`src/rtl/sensor_request_scheduler.sv`:
```
// Round-robin scheduler sharing one sensor connection between NUM_REQ requesters.
// Optional WAIT watchdog is compiled in with `define SENSOR_SCHED_TIMEOUT_EN.
module sensor_request_scheduler #(
  parameter int NUM_REQ        = 2,
  parameter int MIN_GAP_CYCLES = 100000000,
  parameter int TIMEOUT_CYCLES = 50000000,
  parameter int CNT_W          = 27
) (
  input  logic                 clock,
  input  logic                 reset,
  input  logic [NUM_REQ-1:0]   req,
  input  logic [8*NUM_REQ-1:0] req_command,
  input  logic [8*NUM_REQ-1:0] req_address,
  output logic [NUM_REQ-1:0]   resp_valid,
  output logic [7:0]           resp_command,
  output logic [7:0]           resp_value,
  output logic                 busy,
  output logic                 sens_enable,
  output logic [7:0]           sens_command,
  output logic [7:0]           sens_address,
  input  logic                 sens_done,
  input  logic [7:0]           sens_resp_command,
  input  logic [7:0]           sens_resp_value
);

  localparam int IDX_W = (NUM_REQ > 1) ? $clog2(NUM_REQ) : 1;
  localparam logic [CNT_W-1:0] GAP_LAST =
    CNT_W'((MIN_GAP_CYCLES > 0) ? MIN_GAP_CYCLES - 1 : 0);
  localparam logic [CNT_W-1:0] CNT_SAT =
    CNT_W'((MIN_GAP_CYCLES > TIMEOUT_CYCLES) ? MIN_GAP_CYCLES : TIMEOUT_CYCLES);
`ifdef SENSOR_SCHED_TIMEOUT_EN
  localparam logic [CNT_W-1:0] TIMEOUT_LAST =
    CNT_W'((TIMEOUT_CYCLES > 0) ? TIMEOUT_CYCLES - 1 : 0);
`endif

  typedef enum logic [2:0] {
    S_IDLE, S_ISSUE, S_WAIT, S_DELIVER, S_GAP
  } state_t;

  state_t             state_reg;
  logic [IDX_W-1:0]   ptr_reg;
  logic [IDX_W-1:0]   winner_reg;
  logic               is_sensor_reg;
  logic [CNT_W-1:0]   cnt_reg;
  logic [NUM_REQ-1:0] resp_valid_reg;
  logic [7:0]         resp_command_reg;
  logic [7:0]         resp_value_reg;
  logic               busy_reg;
  logic               sens_enable_reg;
  logic [7:0]         sens_command_reg;
  logic [7:0]         sens_address_reg;

  logic [7:0] cmd_arr  [NUM_REQ];
  logic [7:0] addr_arr [NUM_REQ];

  generate
    for (genvar gi = 0; gi < NUM_REQ; gi++) begin : g_unpack
      assign cmd_arr[gi]  = req_command[8*gi +: 8];
      assign addr_arr[gi] = req_address[8*gi +: 8];
    end
  endgenerate

  // First set request at or after the pointer; scanning downward leaves the nearest one.
  logic             grant_found;
  logic [IDX_W-1:0] grant_idx;
  always_comb begin
    grant_found = 1'b0;
    grant_idx   = '0;
    for (int k = NUM_REQ - 1; k >= 0; k--) begin
      int idx;
      idx = int'(ptr_reg) + k;
      if (idx >= NUM_REQ) idx = idx - NUM_REQ;
      if (req[idx]) begin
        grant_found = 1'b1;
        grant_idx   = IDX_W'(idx);
      end
    end
  end

  function automatic logic [NUM_REQ-1:0] onehot(input logic [IDX_W-1:0] i);
    logic [NUM_REQ-1:0] v;
    v    = '0;
    v[i] = 1'b1;
    return v;
  endfunction

  always_ff @(posedge clock) begin
    if (reset) begin
      state_reg        <= S_IDLE;
      ptr_reg          <= '0;
      winner_reg       <= '0;
      is_sensor_reg    <= 1'b0;
      cnt_reg          <= '0;
      resp_valid_reg   <= '0;
      resp_command_reg <= '0;
      resp_value_reg   <= '0;
      busy_reg         <= 1'b0;
      sens_enable_reg  <= 1'b0;
      sens_command_reg <= '0;
      sens_address_reg <= '0;
    end else begin
      resp_valid_reg <= '0;
      case (state_reg)
        S_IDLE: begin
          if (grant_found) begin
            winner_reg       <= grant_idx;
            ptr_reg          <= (grant_idx == IDX_W'(NUM_REQ - 1)) ? '0 : grant_idx + 1'b1;
            sens_command_reg <= cmd_arr[grant_idx];
            sens_address_reg <= addr_arr[grant_idx];
            busy_reg         <= 1'b1;
            if (cmd_arr[grant_idx] <= 8'h02) begin
              is_sensor_reg <= 1'b1;
              state_reg     <= S_ISSUE;
            end else begin
              // Continuous/unknown commands are refused without touching the sensor.
              is_sensor_reg    <= 1'b0;
              resp_command_reg <= 8'hAA;
              resp_value_reg   <= 8'hAA;
              resp_valid_reg   <= onehot(grant_idx);
              state_reg        <= S_DELIVER;
            end
          end
        end
        S_ISSUE: begin
          sens_enable_reg <= 1'b1;
          cnt_reg         <= '0;
          state_reg       <= S_WAIT;
        end
        S_WAIT: begin
          if (sens_done) begin
            resp_command_reg <= sens_resp_command;
            resp_value_reg   <= sens_resp_value;
            resp_valid_reg   <= onehot(winner_reg);
            sens_enable_reg  <= 1'b0;
            state_reg        <= S_DELIVER;
`ifdef SENSOR_SCHED_TIMEOUT_EN
          end else if (cnt_reg >= TIMEOUT_LAST) begin
            resp_command_reg <= 8'h1F;
            resp_value_reg   <= 8'h1F;
            resp_valid_reg   <= onehot(winner_reg);
            sens_enable_reg  <= 1'b0;
            state_reg        <= S_DELIVER;
`endif
          end else if (cnt_reg < CNT_SAT) begin
            cnt_reg <= cnt_reg + 1'b1;
          end
        end
        S_DELIVER: begin
          cnt_reg <= '0;
          if (is_sensor_reg) begin
            state_reg <= S_GAP;
          end else begin
            busy_reg  <= 1'b0;
            state_reg <= S_IDLE;
          end
        end
        S_GAP: begin
          if (cnt_reg >= GAP_LAST) begin
            busy_reg  <= 1'b0;
            state_reg <= S_IDLE;
          end else if (cnt_reg < CNT_SAT) begin
            cnt_reg <= cnt_reg + 1'b1;
          end
        end
        default: begin
          busy_reg  <= 1'b0;
          state_reg <= S_IDLE;
        end
      endcase
    end
  end

  assign resp_valid   = resp_valid_reg;
  assign resp_command = resp_command_reg;
  assign resp_value   = resp_value_reg;
  assign busy         = busy_reg;
  assign sens_enable  = sens_enable_reg;
  assign sens_command = sens_command_reg;
  assign sens_address = sens_address_reg;

endmodule

```
`config.mk`:
```
export PLATFORM = sky130hd
export DESIGN_NAME = sensor_request_scheduler
export DESIGN_NICKNAME = d
export VERILOG_FILES = /design/src/rtl/sensor_request_scheduler.sv
export SDC_FILE = /design/constraint.sdc
export NUM_CORES = 1
export LEC_CHECK = 0
export ABC_AREA = 1
export BUFFER_PORTS_ARGS = -buffer_cell sky130_fd_sc_hd__buf_2
export CAP_MARGIN = 20
export CORE_UTILIZATION = 35
export DETAILED_ROUTE_END_ITERATION = 10
export GPL_ROUTABILITY_DRIVEN = 1
export PLACE_DENSITY = 0.62
export SETUP_SLACK_MARGIN = 0.02
export SLEW_MARGIN = 20
export SYNTH_ARGS = -nofsm -noshare
export SYNTH_HDL_FRONTEND = slang
export SYNTH_SLANG_ARGS = --single-unit
```
`constraint.sdc`:
```
create_clock -name clock -period 1.75 [get_ports clock]
set_input_delay 0.35 -clock clock [delete_from_list [all_inputs] [get_ports clock]]
set_output_delay 0.35 -clock clock [all_outputs]
set_load 0.1 [all_outputs]
```
==> metrics.md <==
| Metric | Value |
|---|---|
| Area after DPL | `0.00466 mm2` |
| Top-count cell post-synth | `nand2_1` |
| Post-Route WL | `approximately 12000 um` |
| Static Leakage | `2.22 nW` |
| Total number of vias | `4406` |
| Outcome | `finished clean` |
| Power Density | `between 900 and 1000 mW/mm2` |
| Leading area contributor after synthesis | `dfxtp_1` |
| Max reg flops | `27` |
| Fin worst setup slack | `0.124 ns` |
| Maximum vdd ir drop | `0.692 mV` |
| Reg2reg start | `cnt_reg[1]` |
| Crit start category | `flip-flop` |
| Final period util | `0.929` |
| Area contributors post-synth | `dfxtp_1 (35%), nand2_1 (18%), nor2_1 (8.0%)` |
| Metal2 WL | `5370 um` |
| Yosys reg bits | `69` |
| Flop-to-flop setup slack | `roughly 0.12 ns` |
| Final setup fails | `0` |
| Synth async-reset ratio | `0` |
| # rows | `38` |
| Max Cap Viol | `0` |
| IO Port Bufs | `88` |
| Share of layout cells above drive strength 1 | `0.299` |
| Die Wd | `108 um` |
| DRC | `0` |
| Commonest cells in the netlist | `nand2_1 (192), nor2_1 (83), dfxtp_1 (69)` |
| Total core area | `0.0108 mm2` |
| Period minus WS final | `1.63 ns` |
| Top Metal Used | `met4` |
| Vias in the first global route | `between 4000 and 5000` |
| GRT Resource Usage Total | `0.207` |
| Met3 wire len | `roughly 860 um` |
| Routed len/inst | `13.2 um` |
| Fin Setup TNS | `0 ns` |
| Top-Level Pins | `89` |
| Worst hold endpoint | `resp_value[6]` |
| Ys flop type | `dfxtp_1` |
| Fmax | `approximately 610 MHz` |
| RSZ-0062 raised after global routing | `yes` |
| WHS | `0.236 ns` |
| CTS clock-pin slew for the worst setup and hold paths | `0.08 ns` |
| Iter 0 DRT Violations | `267` |
| Crit-path max cell delay | `~0.35 ns` |
| Clock root cell | `clkbuf_8` |
| Crit Reg-Reg Endpoint | `cnt_reg[18]` |
| Combinational share of power | `0.326` |
| Slowest-stage cell, CP | `dfxtp_2` |
| Initial Util | `0.360` |
| Final net count | `788` |
| Final hold vios | `0` |
| Routed Antenna Nets | `0` |
| Register area share after synthesis | `0.354` |
| DIE HEIGHT | `108 um` |
| Die footprint | `0.0116 mm2` |
| Number of library cell types mapped by synthesis | `36` |
| Pre-CTS setup slack | `-0.130 ns` |
| Routability cong. | `approximately 0.91` |
| Mean Syn Cell Area | `6.34 um2` |
| Share of power burned in registers | `0.362` |
| Post-synth top area share | `0.354` |
| Clk buf depth | `2` |
| Crit-path cells | `buf_4 -> nand3_2 -> nor2_4 -> nand2_1 -> nand3_2 -> nand2_2 -> nand2_2 -> nand2_4 -> buf_12 -> nand4_1 -> a21oi_1` |
| Sink Count | `69` |
| Net Count, Synth | `669` |
| First drt pass iteration count | `5` |
| N_diodes | `0` |
| Clk pwr share | `0.312` |
| # H-tree levels | `3` |
| Type of the worst setup path | `reg2reg` |
| Critical path arrival | `1.85 ns` |
| WL met1 | `5150 um` |
| Mapped Cells | `between 600 and 700` |
| Slew Viols, Final | `0` |
| R2R depth | `11` |
| Area growth, synth to finish | `32.5%` |
| Sw Ratio | `0.407` |
| Net Sw Power | `1.98 mW` |
| Placed insts | `854` |
| Clock skew | `0.0136 ns` |
| Slew HR | `0.638` |
| Total grt overflow | `0` |
| Largest net degree at the start of global routing | `48` |
| Hold Path Stages | `3` |
| Antenna violations before repair | `0` |
| Crit. End Element | `flip-flop` |
| Mapped Area | `0.00390 mm2` |
| Crit path max fanout | `27` |
| Non-filler instance count after layout | `between 800 and 900` |
| Critical Path RT | `1.97 ns` |
| Int Pwr | `2.89 mW` |
| Post-synth EDFFs | `0` |
| CTS tree | `built` |
| Hold path start | `sens_resp_value[6]` |
| Hpwl dp | `between 8000 and 9000 um` |
| Vias per cell | `5.01` |
| HP Class | `in2reg` |
| CTS Hold Bufs | `0` |
| Clk Latency, worst-skew pair | `0.36 ns` |
| Post-route cell area | `0.00517 mm2` |
| Ys Warns | `0` |
| First-pass GRT wire length | `between 15000 and 20000 um` |
| Num CTS Buffers | `9` |
| Slew @ Worst Pin | `approximately 0.54 ns` |
-- power by group through the flow --
stage               clock network [mW]  registers, mW  logic [mW]
finish                            1.52           1.76        1.59
global route                      1.62           1.78        1.69
CTS                               1.56           1.76        1.52
detailed placement                   0           1.79        1.48
global placement                     0           1.79        1.46
floorplan                            0           2.49       0.473
-- critical path, delay by kind of cell, from the launching register on --
| kind | cells | cell delay [ns] |
|---|---|---|
| DFF | 1 | 0.35 |
| buffers and inverters | 2 | 0.31 |
| AOI/OAI and AO/OA | 1 | 0.07 |
| and+or+nand+nor | 8 | 0.76 |
-- metal layers --
layer  up-vias  global-route usage
met5         -                   0
met4         0              0.0753
met3        17              0.0563
met2       154               0.338
met1      1987               0.258
li1       2248                   -
-- timing repair --
item | in CTS | in global routing
buffers inserted | 0 | 4
pin swaps | 2 | 11
resized for setup | 7 | 59
gates cloned | 2 | 3
endpoints found under the setup margin | 54 | 66
-- kinds of logic after synthesis --
| group | Yosys count | share of synthesized area |
|---|---|---|
| simple gates | 356 | 0.401 |
| buf+inv | 84 | 0.0911 |
| fa+ha+maj | 1 | 0.00321 |
| compound gates | 100 | 0.139 |
| flops | 69 | 0.354 |
| xor+xnor | 5 | 0.0112 |
-- cell usage in the layout, fill, tap and decap left out, drive strengths merged, types with 4 or more instances in the layout --
cell type and n:
o21bai 6, a21oi 57, a31oi 8, buf 127, o21ai 24, nand3 26
dfxtp 69, inv 60, nor2 91, nor3 4, nand2 201, clkbuf 10
nand4 34, nand3b 4
-- stage by stage --
stage,util,total power [mW]
2_1_floorplan,-,2.96
6_report,0.477,4.88
5_1_grt,0.477,5.09
4_1_cts,0.456,4.83
3_5_place_dp,0.430,3.27
3_3_place_gp,0.430,3.25
-- final cells by class --
type                       instances  area (um2)
inverter                          60         225
clock inverter                     6        93.8
clock buffer                      10         138
multi-input combinational        467        2370
tap                              140         175
timing repair buffer             127         761
sequential                        69        1400
fill                            1099        5670
-- worst max-delay path by stage --
stage                      startpoint              end  slack, ns  cells after the start
after floorplan            cnt_reg[0]      cnt_reg[22]       0.05                     13
after global placement         req[0]  resp_command[2]      -0.07                     10
after detailed placement       req[0]  resp_command[0]      -0.13                     10
after CTS                     ptr_reg  resp_command[0]       0.01                     11
after global routing      cnt_reg[11]       cnt_reg[5]      -0.01                     10
final                      cnt_reg[1]      cnt_reg[18]       0.12                     11
(Power assumes the default switching activity.)
